**config.mk**
```make
export PLATFORM = sky130hd
export DESIGN_NAME = grayscale_to_color
export DESIGN_NICKNAME = d
export VERILOG_FILES = /design/src/rtl/grayscale_to_color.sv
export SDC_FILE = /design/constraint.sdc
export NUM_CORES = 1
export LEC_CHECK = 0
export CAP_MARGIN = 10
export CORE_UTILIZATION = 55
export CTS_BUF_LIST = sky130_fd_sc_hd__clkbuf_16
export CTS_CLUSTER_SIZE = 28
export DETAILED_ROUTE_END_ITERATION = 8
export PLACE_DENSITY_LB_ADDON = 0.15
export SYNTH_ARGS = -nofsm -noshare
export SYNTH_HDL_FRONTEND = slang
export SYNTH_SLANG_ARGS = --single-unit
```
**constraint.sdc**
```tcl
create_clock -name clk -period 3.3 [get_ports clk]
set_clock_uncertainty 0.05 [all_clocks]
set_input_delay 0.66 -clock clk [delete_from_list [all_inputs] [get_ports clk]]
set_output_delay 0.66 -clock clk [all_outputs]
set_load 0.03 [all_outputs]
```
**src/rtl/grayscale_to_color.sv**
```systemverilog
// -----------------------------------------------------------------------------
// grayscale_to_color
//   Two-stage streaming colormap. 8-bit grayscale pixels arrive on a
//   valid/ready input and leave as 8-bit RGB on a valid/ready output.
//   mode 0 replicates the gray value into all three channels. mode 1 applies a
//   black-red-yellow-white heat map. mode is latched at column 0 and held for
//   the whole row.
//
// Ports
//   clk        : clock, rising edge
//   rst_n      : asynchronous active-low reset
//   mode       : colormap select (0 gray, 1 heat), sampled at column 0
//   in_valid   : in_gray holds a pixel
//   in_gray    : 8-bit unsigned grayscale pixel
//   in_ready   : block accepts a pixel this cycle (= pipeline advance)
//   out_valid  : out_r/g/b/out_last hold a pixel
//   out_ready  : sink accepts the output pixel
//   out_r/g/b  : colour channels
//   out_last   : pixel is column SIZE-1 of its row
//   row_count  : row index of the pixel currently being accepted
//   frame_done : one-cycle pulse on the output handshake of the frame's last pixel
// -----------------------------------------------------------------------------
module grayscale_to_color #(
   parameter int unsigned SIZE = 100,
   parameter int unsigned ROWS = 100
) (
   input  logic        clk,
   input  logic        rst_n,
   input  logic        mode,
   input  logic        in_valid,
   input  logic [7:0]  in_gray,
   output logic        in_ready,
   output logic        out_valid,
   input  logic        out_ready,
   output logic [7:0]  out_r,
   output logic [7:0]  out_g,
   output logic [7:0]  out_b,
   output logic        out_last,
   output logic [15:0] row_count,
   output logic        frame_done
);

   localparam int unsigned COL_W = (SIZE > 1) ? $clog2(SIZE) : 1;

   logic [COL_W-1:0] r_col;
   logic [15:0]      r_row;
   logic             r_mode_row;

   logic             r_s1_valid;
   logic [7:0]       r_s1_gray;
   logic             r_s1_last;
   logic             r_s1_frame_end;
   logic             r_s1_mode;

   logic             r_s2_frame_end;

   logic             w_advance;
   logic             w_in_hs;
   logic             w_col_first;
   logic             w_col_last;
   logic             w_row_last;
   logic             w_mode_eff;

   logic [9:0]       w_g10;
   logic [9:0]       w_t_lo;
   logic [9:0]       w_t_mid;
   logic [9:0]       w_t_hi;
   logic [7:0]       w_r;
   logic [7:0]       w_g;
   logic [7:0]       w_b;

   // Both stages move together whenever the output register is free or drains.
   assign w_advance   = !out_valid || out_ready;
   assign in_ready    = w_advance;
   assign w_in_hs     = in_valid && w_advance;

   assign w_col_first = (r_col == '0);
   assign w_col_last  = (r_col == COL_W'(SIZE - 1));
   assign w_row_last  = (r_row == 16'(ROWS - 1));
   // Column 0 takes the live mode; later columns reuse the row's latched mode.
   assign w_mode_eff  = w_col_first ? mode : r_mode_row;

   assign row_count   = r_row;
   assign frame_done  = out_valid && out_ready && r_s2_frame_end;

   // Column/row position of the next pixel to be accepted.
   always_ff @(posedge clk or negedge rst_n) begin
      if (!rst_n) begin
         r_col      <= '0;
         r_row      <= '0;
         r_mode_row <= 1'b0;
      end else if (w_in_hs) begin
         if (w_col_first) begin
            r_mode_row <= mode;
         end
         if (w_col_last) begin
            r_col <= '0;
            r_row <= w_row_last ? 16'd0 : r_row + 16'd1;
         end else begin
            r_col <= r_col + COL_W'(1);
         end
      end
   end

   // S1: accepted pixel plus its position flags and the mode it maps with.
   always_ff @(posedge clk or negedge rst_n) begin
      if (!rst_n) begin
         r_s1_valid     <= 1'b0;
         r_s1_gray      <= 8'd0;
         r_s1_last      <= 1'b0;
         r_s1_frame_end <= 1'b0;
         r_s1_mode      <= 1'b0;
      end else if (w_advance) begin
         r_s1_valid <= w_in_hs;
         if (w_in_hs) begin
            r_s1_gray      <= in_gray;
            r_s1_last      <= w_col_last;
            r_s1_frame_end <= w_col_last && w_row_last;
            r_s1_mode      <= w_mode_eff;
         end
      end
   end

   // 10-bit products: 3*255 = 765 never overflows; each band's result is <= 255.
   assign w_g10   = {2'b00, r_s1_gray};
   assign w_t_lo  = 10'd3 * w_g10;
   assign w_t_mid = 10'd3 * (w_g10 - 10'd85);
   assign w_t_hi  = 10'd3 * (w_g10 - 10'd170);

   always_comb begin
      w_r = r_s1_gray;
      w_g = r_s1_gray;
      w_b = r_s1_gray;
      if (r_s1_mode) begin
         if (w_g10 < 10'd85) begin
            w_r = 8'(w_t_lo);
            w_g = 8'd0;
            w_b = 8'd0;
         end else if (w_g10 < 10'd170) begin
            w_r = 8'd255;
            w_g = 8'(w_t_mid);
            w_b = 8'd0;
         end else begin
            w_r = 8'd255;
            w_g = 8'd255;
            w_b = 8'(w_t_hi);
         end
      end
   end

   // S2: output register. Data only loads on a real pixel so bubbles keep the
   // last values but never raise out_valid.
   always_ff @(posedge clk or negedge rst_n) begin
      if (!rst_n) begin
         out_valid      <= 1'b0;
         out_r          <= 8'd0;
         out_g          <= 8'd0;
         out_b          <= 8'd0;
         out_last       <= 1'b0;
         r_s2_frame_end <= 1'b0;
      end else if (w_advance) begin
         out_valid <= r_s1_valid;
         if (r_s1_valid) begin
            out_r          <= w_r;
            out_g          <= w_g;
            out_b          <= w_b;
            out_last       <= r_s1_last;
            r_s2_frame_end <= r_s1_frame_end;
         end
      end
   end

endmodule

```
---- Word-level counts from Yosys, hierarchy flattened ----
Index checks and enable logic that the tools add are counted.
cells by class
  $add $sub $neg .......................... 4
  multiply operators ...................... 3
  $lt $le $gt $ge ......................... 2
  equality and inequality tests ........... 2
  muxes and demuxes ....................... 11
  reductions and logical operators ........ 10
operators by type and width
  kind                   count
  $mux 8                 8
  $mul 2x10->8 const A   2
  $add 16x1->16 const B  1
  $eq 16x7->1 const B    1
  $mux 16                1
  $sub 8x7->9 const B    1
  $sub 8x8->9 const B    1
  $lt 8x7->1 const B     1
  $lt 8x8->1 const B     1
  $mul 2x8->8 const A    1
  $add 7x1->7 const B    1
  $eq 7x7->1 const B     1
  $logic_not 7->1        1
  $mux 7                 1
  $reduce_and 2->1       3
  $logic_and 1x1->1      4
  $logic_not 1->1        1
  $logic_or 1x1->1       1
  $mux 1                 1
word-level totals
  register bits after elaboration ......... 63
  input port bits ......................... 13
  output and inout port bits .............. 44
  logic and storage cells ................. 46

---- Logic depth before layout (Yosys ltp) ----
  depth after elaboration ................. 5
  depth in mapped cells ................... 11
  mapped depth without buffers ............ 11

---- Worst setup path after synthesis ----
Ideal clock, no wire load.
  path kind ............................... register -> register
  start ................................... register r_s1_gray[1]
  end ..................................... register out_g[6]
  library setup time ...................... 0.124 ns
  arrival time ............................ 2.462 ns
  data required time ...................... 3.126 ns
  setup slack ............................. 0.664 ns
  stages on the path, launching flop included .. 12
  buffers on the path ..................... 0
  clock period less this slack ............ 2.636 ns
  cell sequence ........................... dfrtp_1 -> inv_1 -> ha_1 -> a21o_4 -> xnor2_2 -> ha_1 -> inv_1 -> o21ai_0 -> maj3_2 -> a21oi_2 -> mux2i_1 -> o21ai_1
between the ends
  longest elaborated chain between the ends .. 5
  elaborated cells between the ends (all ways) .. 7
  classes of those cells .................. add/sub: 1; mul: 1; order compare: 2; mux: 3
ends and longest elaborated chain
  what                      line  source
  start: declaration        50    logic [7:0] r_s1_gray;
  start signal: assignment  116   r_s1_gray <= in_gray;
  $sub 8x7->9               127   assign w_t_mid = 10'd3 * (w_g10 - 10'd85);
  $mul 2x10->8              127
  $mux 8                    139   end else if (w_g10 < 10'd170) begin
  $mux 8 (*)                135   if (w_g10 < 10'd85) begin
  $mux 8 (*)                134   if (r_s1_mode) begin
  end signal: assignment    165   out_g <= w_g;
  end: declaration          36    output logic [7:0] out_g,
Mark *: on every way between the ends. The rest lies on a longest branch, timed or not.
A chain may end at the register's enable or synchronous reset.

---- Final worst setup path ----
  start ................................... register r_s1_gray[1]
  end ..................................... register out_g[7]
The elaborated chain is that of the path after synthesis.

==> results.tsv <==
metric	value	unit
wire_length_of_the_first_global_routing_pass	14.41	mm
core	6832	um2
rsz0062_at_grt	false	
hpwl	6.377	mm
slowest_delay	0.45	ns
r2r_cells	11	
synth.cells.most_frequent	67 x sky130_fd_sc_hd__nand2_1, 62 x sky130_fd_sc_hd__dfrtp_1, 43 x sky130_fd_sc_hd__o21ai_0	
criticalPathCategory	reg2reg	
gr-usage-all-layers	25.22	%
maximum_number_of_pins_on_one_net_before_global_route_repair	53	
io_buffers	56	
yosysUniqueCellTypes	51	
postSynthRegisterBits	62	
number_of_synthesized_flops_with_an_enable_pin	0	
layout_min_cycle_time	2.964	ns
ctsResizeCount	0	
post_route_cells_drive_above_1_share	7.505	%
routabilityCongestion	0.9088	
via_count_of_the_first_global_routing_pass	3010	
floorplan.die_area	7443	um2
cp_slowest_cell	sky130_fd_sc_hd__dfrtp_1	
min-delay-path-class	in2async	
max_cap_violations	0	
cp.required	3.50	ns
power_density	812.8	nW/um2
instance_area_at_placement	4568	um2
cts.clk_slew.worst_paths	0.06	ns
drc	0	
status	complete, no violations	
critPathLaunchType	flop	
synth.top_cells.by_area	sky130_fd_sc_hd__dfrtp_1 40%, sky130_fd_sc_hd__ha_1 9.3%, sky130_fd_sc_hd__xnor2_1 6.5%, sky130_fd_sc_hd__nand2_1 6.4%, sky130_fd_sc_hd__o21ai_0 5.5%	
clock_sinks	62	
worst_slew_margin_rel	48.51	%
cts-root-to-sink-buffers	2	
final.fill_count	537	
post_drt_via_cell_ratio	5.577	
cts_tree	built	
setup_viol	0	
timing_max_transition_violations_final	0	
drt-wirelength-per-cell	14.93	um
pin_count	57	
number_of_nets_in_the_layout	532	
global_route.overflow_total	0	
yosys_most_used_dff	sky130_fd_sc_hd__dfrtp_1	
postSynthCellCount	428	
timing.final.hold_violations	0	
fp.dieW	86.28	um
sequential_share_of_the_synthesized_area	39.72	%
start_util	57.18	%
stdcell_area	4896	um2
total_negative_setup_slacks	0	ns
share_of_the_cycle_needed_by_the_critical_path_after_routing	89.82	%
worst-path-max-fanout	7	
report.power.total	3.979	mW
clk-insertion-delay-late	0.33	ns
h-tree-depth	3	
grt_antenna_before_repair	0	
synth_top_area_share	39.72	%
layout-area-overhead-vs-synth	25.34	%
synth_nets	472	
timing.critical_path.from	r_s1_gray[1]	
most_common_cell_in_the_synthesized_netlist	sky130_fd_sc_hd__nand2_1	
cts_buf_count	9	
syn-mean-instance-area	9.127	um2
wl	8.796	mm
maxClockFrequency	337.4	MHz
synthArstFlopShare	100.0	%
vdd_drop_max	392.1	uV
dp_worst_setup_slack	0.3898	ns
routed-via-count	3285	
route.antenna.remaining_nets	0	
firstDrtPassIters	4	
drt_iter0_markers	255	
postCtsSetupBuffers	0	
cp_cell_sequence	inv_1 > ha_1 > xnor2_1 > inv_1 > fa_1 > nor2_1 > a32oi_1 > o2111ai_2 > a32oi_1 > and4b_1 > nor3_1	
yosysWarningCount	0	
mapped_cell_area	3906	um2
hold_buffers	0	
worstReg2RegStart	r_s1_gray[1]	
n_antenna_cell	0	
cts_root_buffer	sky130_fd_sc_hd__clkbuf_16	
worst_slew_pin_slew	0.7688	ns
yosys.area.top_type	sky130_fd_sc_hd__dfrtp_1	
arrival	3.16	ns
p_leak	2.241	nW
setup_ws	0.3359	ns
die-height	86.28	um
rows	30	
timing.critical_path.to_type	flop	
[registers in the layout, indices dropped and copies added (netlist names), 7 cells and up, named ones only]
register	flops
r_s1_gray	8
row_count	16
r_col	7
out_b	8
out_g	8
out_r	8
[per-stage QoR]
stage	cells	hold WS [ns]	util (%)
6_report	589	0.1418	71.67
5_1_grt	589	0.1559	71.67
4_1_cts	589	0.1408	71.67
3_5_place_dp	573	0.4105	66.87
3_3_place_gp	573	0.4091	66.87
2_1_floorplan	428	0.3144	-
[worst paths after layout]
path                                end  slack (ns)
max in group asynchronous  r_s1_gray[3]        2.14
min in group clk               out_r[2]        0.43
hold reg to reg                out_r[2]        0.43
setup / recovery               out_g[7]        0.34
hold / removal                 out_b[5]        0.14
setup reg to reg               out_g[7]        0.34
[area by class of cell]
type	instances	area, um2	area share, %
Multi-Input combinational cell	331	2221	45.36
Sequential cell	62	1551	31.69
Clock buffer	9	225.2	4.600
Inverter	24	90.09	1.840
Clock inverter	7	102.6	2.096
Tap cell	96	120.1	2.453
Timing Repair Buffer	60	585.6	11.96
[cell usage in the layout (no fill, tap or decap), drive strengths merged, types with 3 or more instances in the layout]
cell type,synthesis,layout
nand2,68,68
dfrtp,62,62
clkdlybuf4s50,0,55
o21ai,45,45
a21oi,34,34
xnor2,31,31
ha,29,29
nor2,28,28
inv,22,25
and3,9,9
clkbuf,9,9
a21o,8,8
xor2,7,7
nor3,7,7
nand3,6,6
o21bai,6,6
and2,5,5
a31oi,5,5
buf,2,5
nand2b,4,4
a211oi,4,4
nor2b,3,3
nand4,3,3
nor4,3,3
mux2i,3,3
clkinv,2,3
[cell families after synthesis]
group	synth area share [%]
adder cells (fa/ha/maj)	10.60
multiplexers	1.345
AND/OR/NAND/NOR	17.46
AO/OA/AOI/OAI	16.78
buffers and inverters	3.427
XOR/XNOR	10.67
flip-flops	39.72
[power breakdown]
part	total (mW)	switching (mW)	internal (mW)
registers	1.14	0.191	0.951
clock network	1.04	0.367	0.670
logic	1.80	1.03	0.768
[critical path: cells and delay by family (launching register included)]
family                     cells  cell delay [ns]
buffers and inverters          2             0.33
and+or+nand+nor                3             0.46
AOI/OAI and AO/OA              3             0.43
xor gates and xnor gates       1             0.42
DFF                            1             0.45
adders and majority gates      2             0.73
[metal layers]
layer	wire, um	share of wire [%]	GRT usage [%]
met2	4056	46	38.67
met5	0	0	0
met1	4075	46	35.11
met3	493	5.6	4.667
met4	172	2.0	10.91
No activity file was read; power rests on OpenSTA's default activity.
